--- src/rtl/mc_port_scheduler.sv ---
// Single-port memory scheduler shared by the read and write arbiters. It also
// tracks announced stores against issued ones to gate the kernel-end handshake.
module mc_port_scheduler #(
    parameter int ADDR_WIDTH  = 32,
    parameter int DATA_WIDTH  = 32,
    parameter int NUM_CTRL    = 1,
    parameter int COUNT_WIDTH = 32
) (
    input  logic                            clk,
    input  logic                            rst,
    input  logic                            rd_req_valid_i,
    output logic                            rd_req_ready_o,
    input  logic [ADDR_WIDTH-1:0]           rd_addr_i,
    input  logic                            wr_req_valid_i,
    output logic                            wr_req_ready_o,
    input  logic [ADDR_WIDTH-1:0]           wr_addr_i,
    input  logic [DATA_WIDTH-1:0]           wr_data_i,
    input  logic [NUM_CTRL-1:0]             ctrl_valid_i,
    output logic [NUM_CTRL-1:0]             ctrl_ready_o,
    input  logic [NUM_CTRL*COUNT_WIDTH-1:0] ctrl_count_i,
    input  logic                            end_valid_i,
    output logic                            end_ready_o,
    output logic                            mem_end_valid_o,
    input  logic                            mem_end_ready_i,
    output logic                            mem_en_o,
    output logic                            mem_we_o,
    output logic [ADDR_WIDTH-1:0]           mem_addr_o,
    output logic [DATA_WIDTH-1:0]           mem_wdata_o
);
    localparam int PW = COUNT_WIDTH + $clog2(NUM_CTRL + 1) + 1;

    typedef enum logic [1:0] {RUN, DRAIN, DONE} state_e;

    state_e               state_q, state_d;
    logic                 last_wr_q, last_wr_d;
    logic signed [PW-1:0] pending_q, pending_d;
    logic                 rd_inflight_q;

    logic                 active, rd_grant, wr_grant, tok_any;
    logic [PW-1:0]        tok_sum;

    // Reset gates everything combinationally so nothing leaks out while rst is high.
    always_comb begin
        active   = !rst && (state_q != DONE);
        rd_grant = active && rd_req_valid_i && (!wr_req_valid_i || last_wr_q);
        wr_grant = active && wr_req_valid_i && !rd_grant;
    end

    always_comb begin
        tok_sum = '0;
        tok_any = 1'b0;
        for (int i = 0; i < NUM_CTRL; i++) begin
            if (active && ctrl_valid_i[i]) begin
                tok_sum = tok_sum + {{(PW-COUNT_WIDTH){1'b0}}, ctrl_count_i[i*COUNT_WIDTH +: COUNT_WIDTH]};
                tok_any = 1'b1;
            end
        end
        pending_d = pending_q + $signed(tok_sum) - $signed({{(PW-1){1'b0}}, wr_grant});
        last_wr_d = wr_grant ? 1'b1 : (rd_grant ? 1'b0 : last_wr_q);
    end

    always_comb begin
        state_d         = state_q;
        end_ready_o     = 1'b0;
        mem_end_valid_o = 1'b0;
        case (state_q)
            RUN:   if (end_valid_i) state_d = DRAIN;
            // Quiescent: no store owed, nothing issuing, and the last load's data is back.
            DRAIN: if (pending_d == '0 && !tok_any && !rd_grant && !wr_grant && !rd_inflight_q)
                       state_d = DONE;
            DONE: begin
                mem_end_valid_o = !rst;
                if (mem_end_ready_i && !rst) begin
                    end_ready_o = 1'b1;
                    state_d     = RUN;
                end
            end
            default: state_d = RUN;
        endcase
    end

    always_ff @(posedge clk or posedge rst) begin
        if (rst) begin
            state_q       <= RUN;
            last_wr_q     <= 1'b1;
            pending_q     <= '0;
            rd_inflight_q <= 1'b0;
        end else begin
            state_q       <= state_d;
            last_wr_q     <= last_wr_d;
            pending_q     <= pending_d;
            rd_inflight_q <= rd_grant;
        end
    end

    assign rd_req_ready_o = rd_grant;
    assign wr_req_ready_o = wr_grant;
    assign ctrl_ready_o   = {NUM_CTRL{active}};
    assign mem_en_o       = rd_grant | wr_grant;
    assign mem_we_o       = wr_grant;
    assign mem_addr_o     = wr_grant ? wr_addr_i : (rd_grant ? rd_addr_i : '0);
    assign mem_wdata_o    = wr_data_i;

endmodule

--- config.mk ---
export PLATFORM = sky130hd
export DESIGN_NAME = mc_port_scheduler
export DESIGN_NICKNAME = d
export VERILOG_FILES = /design/src/rtl/mc_port_scheduler.sv
export SDC_FILE = /design/constraint.sdc
export NUM_CORES = 1
export LEC_CHECK = 0
export ABC_AREA = 0
export BUFFER_PORTS_ARGS = -buffer_cell sky130_fd_sc_hd__buf_2
export CORE_MARGIN = 2
export CORE_UTILIZATION = 45
export CTS_BUF_LIST = sky130_fd_sc_hd__clkbuf_8
export DETAILED_ROUTE_END_ITERATION = 10
export GPL_ROUTABILITY_DRIVEN = 0
export HOLD_SLACK_MARGIN = 0.02
export PLACE_DENSITY = 0.84
export SLEW_MARGIN = 5
export SYNTH_ARGS = -nofsm -noshare
export SYNTH_HDL_FRONTEND = slang
export SYNTH_SLANG_ARGS = --single-unit
--- constraint.sdc ---
create_clock -name clk -period 5.5 [get_ports clk]
set_input_delay 0.275 -clock clk [delete_from_list [all_inputs] [get_ports clk]]
set_output_delay 0.275 -clock clk [all_outputs]
set_load 0.03 [all_outputs]
## Word level (Yosys, flattened, before mapping)

Cells that the tools add are included.

| word-level totals | value |
|---|---|
| register bits | 38 |
| logic and storage cells | 48 |

| cells by class | value |
|---|---|
| $add $sub $neg | 2 |
| equal/unequal tests | 6 |
| muxes and demuxes | 13 |
| bitwise gates (word level) | 1 |
| reductions and logical operators | 22 |

Operators by type and width:

| operator | count |
|---|---|
| 32-bit two-way mux | 3 |
| 34-bit adder | 1 |
| 34-bit zero test | 1 |
| 34-bit by 2-bit subtractor with 34-bit output | 1 |
| 1-bit logical AND | 11 |
| 2-bit != test, second input constant | 4 |
| 1-bit zero test | 6 |
| 1-bit two-way mux | 6 |
| 2-bit two-way mux | 3 |
| 2-bit one-hot mux with 3 select lines | 1 |
| 3-bit AND reduction | 1 |
| 2-bit by 1-bit equality test with 1-bit output, second input constant | 1 |
| 2-bit equality test, second input constant | 1 |
| 2-bit zero test | 1 |
| 2-bit nonzero test | 1 |
| 1-bit logical OR | 1 |
| 1-bit bitwise OR | 1 |

## Depth between registers and ports, before layout

| logic depth | value |
|---|---|
| depth after elaboration | 14 |
| depth in mapped cells | 20 |

## Least setup slack after synthesis

Ideal clock, no wire load.

| timing path | value |
|---|---|
| path kind | register to register |
| start point | register last_wr_q |
| end point | register state_q[0] |
| arrival time | 5.239 ns |
| data required time | 5.381 ns |
| path slack | 0.143 ns |
| cell stages (with the launch flop) | 20 |
| path through | dfstp_2 -> inv_1 -> a2111oi_0 -> nor2_1 -> clkbuf_1 -> ha_1 -> inv_1 -> ha_1 -> inv_1 -> fa_1 -> nor2b_1 -> o2111ai_1 -> a21oi_1 -> nor3_1 -> o31a_1 -> a31o_2 -> xnor2_1 -> nor4_1 -> nand4b_1 -> o21a_1 |

| on the way | value |
|---|---|
| word-level cells in the longest chain between the ends | 12 |
| elaborated cells between the ends (all ways) | 13 |
| classes of those cells | add/sub (1); eq/ne (1); reduce/logical (11) |

Ends and longest elaborated chain:

| what | RTL line | text |
|---|---|---|
| start: declaration | 35 | `logic last_wr_q, last_wr_d;` |
| start signal: assignment | 90 | `last_wr_q <= last_wr_d;` |
| 1-bit logical OR | 45 | `rd_grant = active && rd_req_valid_i && (!wr_req_valid_i \|\| last_wr_q);` |
| 1-bit logical AND | 45 |  |
| 1-bit zero test | 46 | `wr_grant = active && wr_req_valid_i && !rd_grant;` |
| 1-bit logical AND | 46 |  |
| net mem_we_o | 26 | `output logic mem_we_o,` |
| 34-bit by 2-bit subtractor with 34-bit output | 58 | `pending_d = pending_q + $signed(tok_sum) - $signed({{(PW-1){1'b0}}, wr_grant});` |
| net pending_d[28] | 36 | `logic signed [PW-1:0] pending_q, pending_d;` |
| 34-bit zero test | 69 | `DRAIN: if (pending_d == '0 && !tok_any && !rd_grant && !wr_grant && !rd_inflight_q)` |
| 1-bit logical AND (4 in series) | 69 |  |
| 2-bit != test (no source line) | - |  |
| 3-bit AND reduction (no source line) | - |  |
| end signal: assignment | 89 | `state_q <= state_d;` |
| end: declaration | 34 | `state_e state_q, state_d;` |

The timed path passes the listed nets, and every way through them passes these cells.
A chain may end at the register's enable or synchronous reset.

## Worst setup path in the final report

| timing path | value |
|---|---|
| start point | register state_q[1] |
| end point | register state_q[0] |

| on the way | value |
|---|---|
| word-level cells in the longest chain between the ends | 14 |
| elaborated cells between the ends (all ways) | 27 |
| classes of those cells | add/sub (2); eq/ne (6); mux (3); reduce/logical (16) |

Ends and longest elaborated chain:

| what |
|---|
| branches (longest 14 deep; another with 34-bit adder) |

Parallel ways; which one is timed is not known.

==> out/qor.yml <==
fin_crit_ps: 4920
synth_area_um2: 4570
fin_util_pct: 53.5
die_w_um: 105
syn-num-nets: 781
pin_count: 206
area_delta_synth_final_pct: 14.9
synthDistinctLibCells: 65
hold_viol_final: 0
drive_gt1_share_pct: 25.2
ys_ff_latch: 38
rsz0062_at_grt: "false"
cts_buffers: 5
wl_mm: 12.0
maxCapViolCount: 0
async_reset_ff_share_pct: 100
viasPerCell: 5.41
clkTransAtPathRegs_ps: 80
period_share_pct: 89.5
cp-start-kind: "flip-flop"
p_int_uw: 1810
root_buffer: "clkbuf_8"
holdBufCountCts: 0
synth_top_cells_by_area: "dfrtp_1, ha_1, inv_1, a22o_1, buf_4"
ant_nets: 0
setup_violations: 0
crit_required_ps: 5690
postSynthAreaPerCell_um2: 7.88
place_inst: 808
crit_path_max_fanout: 35
hold_path.class: "in -> async"
path_class: "reg -> reg"
grt-ovfl-total: 0
synth_ff_type: "dfrtp_1"
avgRoutedWirePerCell_um: 14.7
setup_tns_ps: 0
drtIter0Drc: 239
comb_power_share_pct: 82.0
die_y_um: 105
power.density_nw_per_um2: 741
synth_edf_count: 0
port_buffers: 141
power_leakage_uw: 0.00291
seq_area_frac_synth_pct: 20.8
rr_startpoint: "state_q[1]$_DFFE_PP0P_"
num_rows: 36
finalClockSkew_ps: 4.41
grt_max_degree: 40
grt_pass1_wl_mm: 19.3
dpl.hpwl_mm: 9.86
ctsHtreeMaxLevel: 2
final_nets: 883
clk-insertion-delay-late_ps: 300
num_vias: 4416
clk_path_buf_depth: 2
start_util_pct: 46.5
grt.total_usage_pct: 21.4
die_area_um2: 11000
core_area_um2: 9820
fill_cells: 967
n_antenna_cell: 0
cts_tree: "built"
p_switching_uw: 2080
post_cts_resized: 0
crit_start: "state_q[1]$_DFFE_PP0P_"
end_kind: "flip-flop"
fin_cells: 816
swShare_pct: 53.4
slew_violations: 0
p_total_uw: 3890
antenna_found_initial: 0
synthCells: 580
ys_warn_count: 0
worst_pin_slew_ps: 752
slew_headroom_pct: 49.8
cts_sinks: 38
synth_area_leader_cell: "dfrtp_1"
p_clk_share_pct: 5.4
cts_setup_buffers: 0
fmax_ghz: 0.203
drc: 0
ir_drop_uv: 332
grt_pass1_vias: 4141
place_area_um2: 5150
cp.arrival_ps: 5110
finish.instance_area_um2: 5250
status: "complete, no violations"
rrSetupSlack_ps: 580
p_seq_share_pct: 12.6
netlist.area_leader.share_pct: 20.3
drt_pass1_iterations: 5
[power groups by stage]
stage               clock network [uW]  logic, uW  registers, uW
floorplan                            0       2510            485
global placement                     0       3050            493
detailed placement                   0       3120            496
CTS                                213       3140            489
global route                       224       3540            502
finish                             210       3190            488
[cells in the final DEF (no fill, tap or decap), drive strengths merged, types with 3 or more instances in the layout]
cell,netlist,routed
and3,11,11
mux2i,3,3
o21bai,3,3
o211ai,4,4
ha,65,65
a22o,32,32
buf,37,145
xnor2,14,14
xor2,13,13
a21o,12,12
nand4b,4,4
nor2b,5,5
inv,106,107
nor3,10,10
nand3,6,6
a221o,3,3
clkbuf,13,6
nor2,24,24
a211o,4,4
o2111ai,3,3
nor4,3,3
o21ai,15,15
a31oi,6,6
nand4,7,7
nand3b,4,4
nand2,59,59
and2,4,4
a21oi,33,33
a21boi,3,3
dfrtp,37,37
o21a,5,5
[stage by stage]
step	hold WS (ps)	worst slack, ps
2_1_floorplan	408	143
3_3_place_gp	493	416
3_5_place_dp	499	260
4_1_cts	175	238
5_1_grt	245	177
6_report	166	579
[synth_stat cells, types with 2 or more instances]
cell type,count
a211o_1,4
a21boi_0,3
a21o_1,12
a21oi_1,30
a21oi_2,3
a221o_1,3
a22o_1,32
a31o_2,2
a31oi_1,6
and2_1,3
and3_1,10
buf_4,35
clkbuf_1,13
dfrtp_1,37
ha_1,65
inv_1,106
mux2i_1,3
nand2_1,59
nand2b_1,2
nand3_1,5
nand3b_1,4
nand4_1,7
nand4b_1,4
nor2_1,24
nor2b_1,5
nor3_1,10
nor4_1,2
o2111ai_1,3
o211ai_1,4
o21a_1,5
o21ai_0,13
o21ai_1,2
o21bai_1,3
o221ai_1,2
o22ai_1,2
o31ai_2,2
or3_1,2
xnor2_1,14
xor2_1,13
[worst max-delay path, cell delays in order (launching register included)]
cell,delay (ps)
dfrtp_1,410
nor2b_1,170
nor2_1,160
nand2_1,130
nor2_4,600
ha_1,350
inv_1,50
ha_1,170
inv_1,70
fa_1,400
nor2b_1,170
o2111ai_1,160
a21oi_1,390
nor3_1,110
o31a_1,320
a21boi_0,290
o211ai_1,160
nor4_2,300
nand4b_1,200
o21a_1,210
[metal layers]
metal	part of all wire (%)	vias to the layer above	global-route usage [%]
met2	46	163	33.8
li1	-	2166	-
met4	2.0	0	6.76
met3	8.4	33	5.49
met5	0	-	0
met1	44	2054	28.6
[state kept, by name, summed over array words and instances (netlist names)]
| name | count |
|---|---|
| pending_q | 34 |
| rd_inflight_q | 1 |
| last_wr_q | 1 |
| state_q | 2 |
[cell families after synthesis]
| group | synth area share (%) |
|---|---|
| AND/OR/NAND/NOR | 15.9 |
| multiplexers | 0.657 |
| adder cells (fa/ha/maj) | 18.2 |
| XOR/XNOR | 5.17 |
| AO/OA/AOI/OAI | 23.3 |
| flip-flops | 20.8 |
| buffers and inverters | 15.9 |
[worst paths after layout]
kind / end / depth (start not counted)
worst max-delay path: state_q[0]$_DFFE_PP0P_ / 19
worst min-delay path: state_q[1]$_DFFE_PP0P_ / 3
worst max register to register: state_q[0]$_DFFE_PP0P_ / 19
worst min register to register: state_q[1]$_DFFE_PP0P_ / 1
max in group asynchronous: last_wr_q$_DFFE_PP1P_ / 3
min in group clk: state_q[1]$_DFFE_PP0P_ / 4
[layout make-up]
| type | count | area [um^2] | area share [%] |
|---|---|---|---|
| clock buffer | 6 | 82.6 | 1.57 |
| clock inverter | 2 | 8.76 | 0.167 |
| inverter | 106 | 398 | 7.58 |
| multi-input combinational | 386 | 2910 | 55.4 |
| sequential | 38 | 952 | 18.1 |
| tap | 133 | 166 | 3.17 |
| timing repair buffer | 145 | 736 | 14.0 |
No activity file was read; power rests on OpenSTA's default activity.
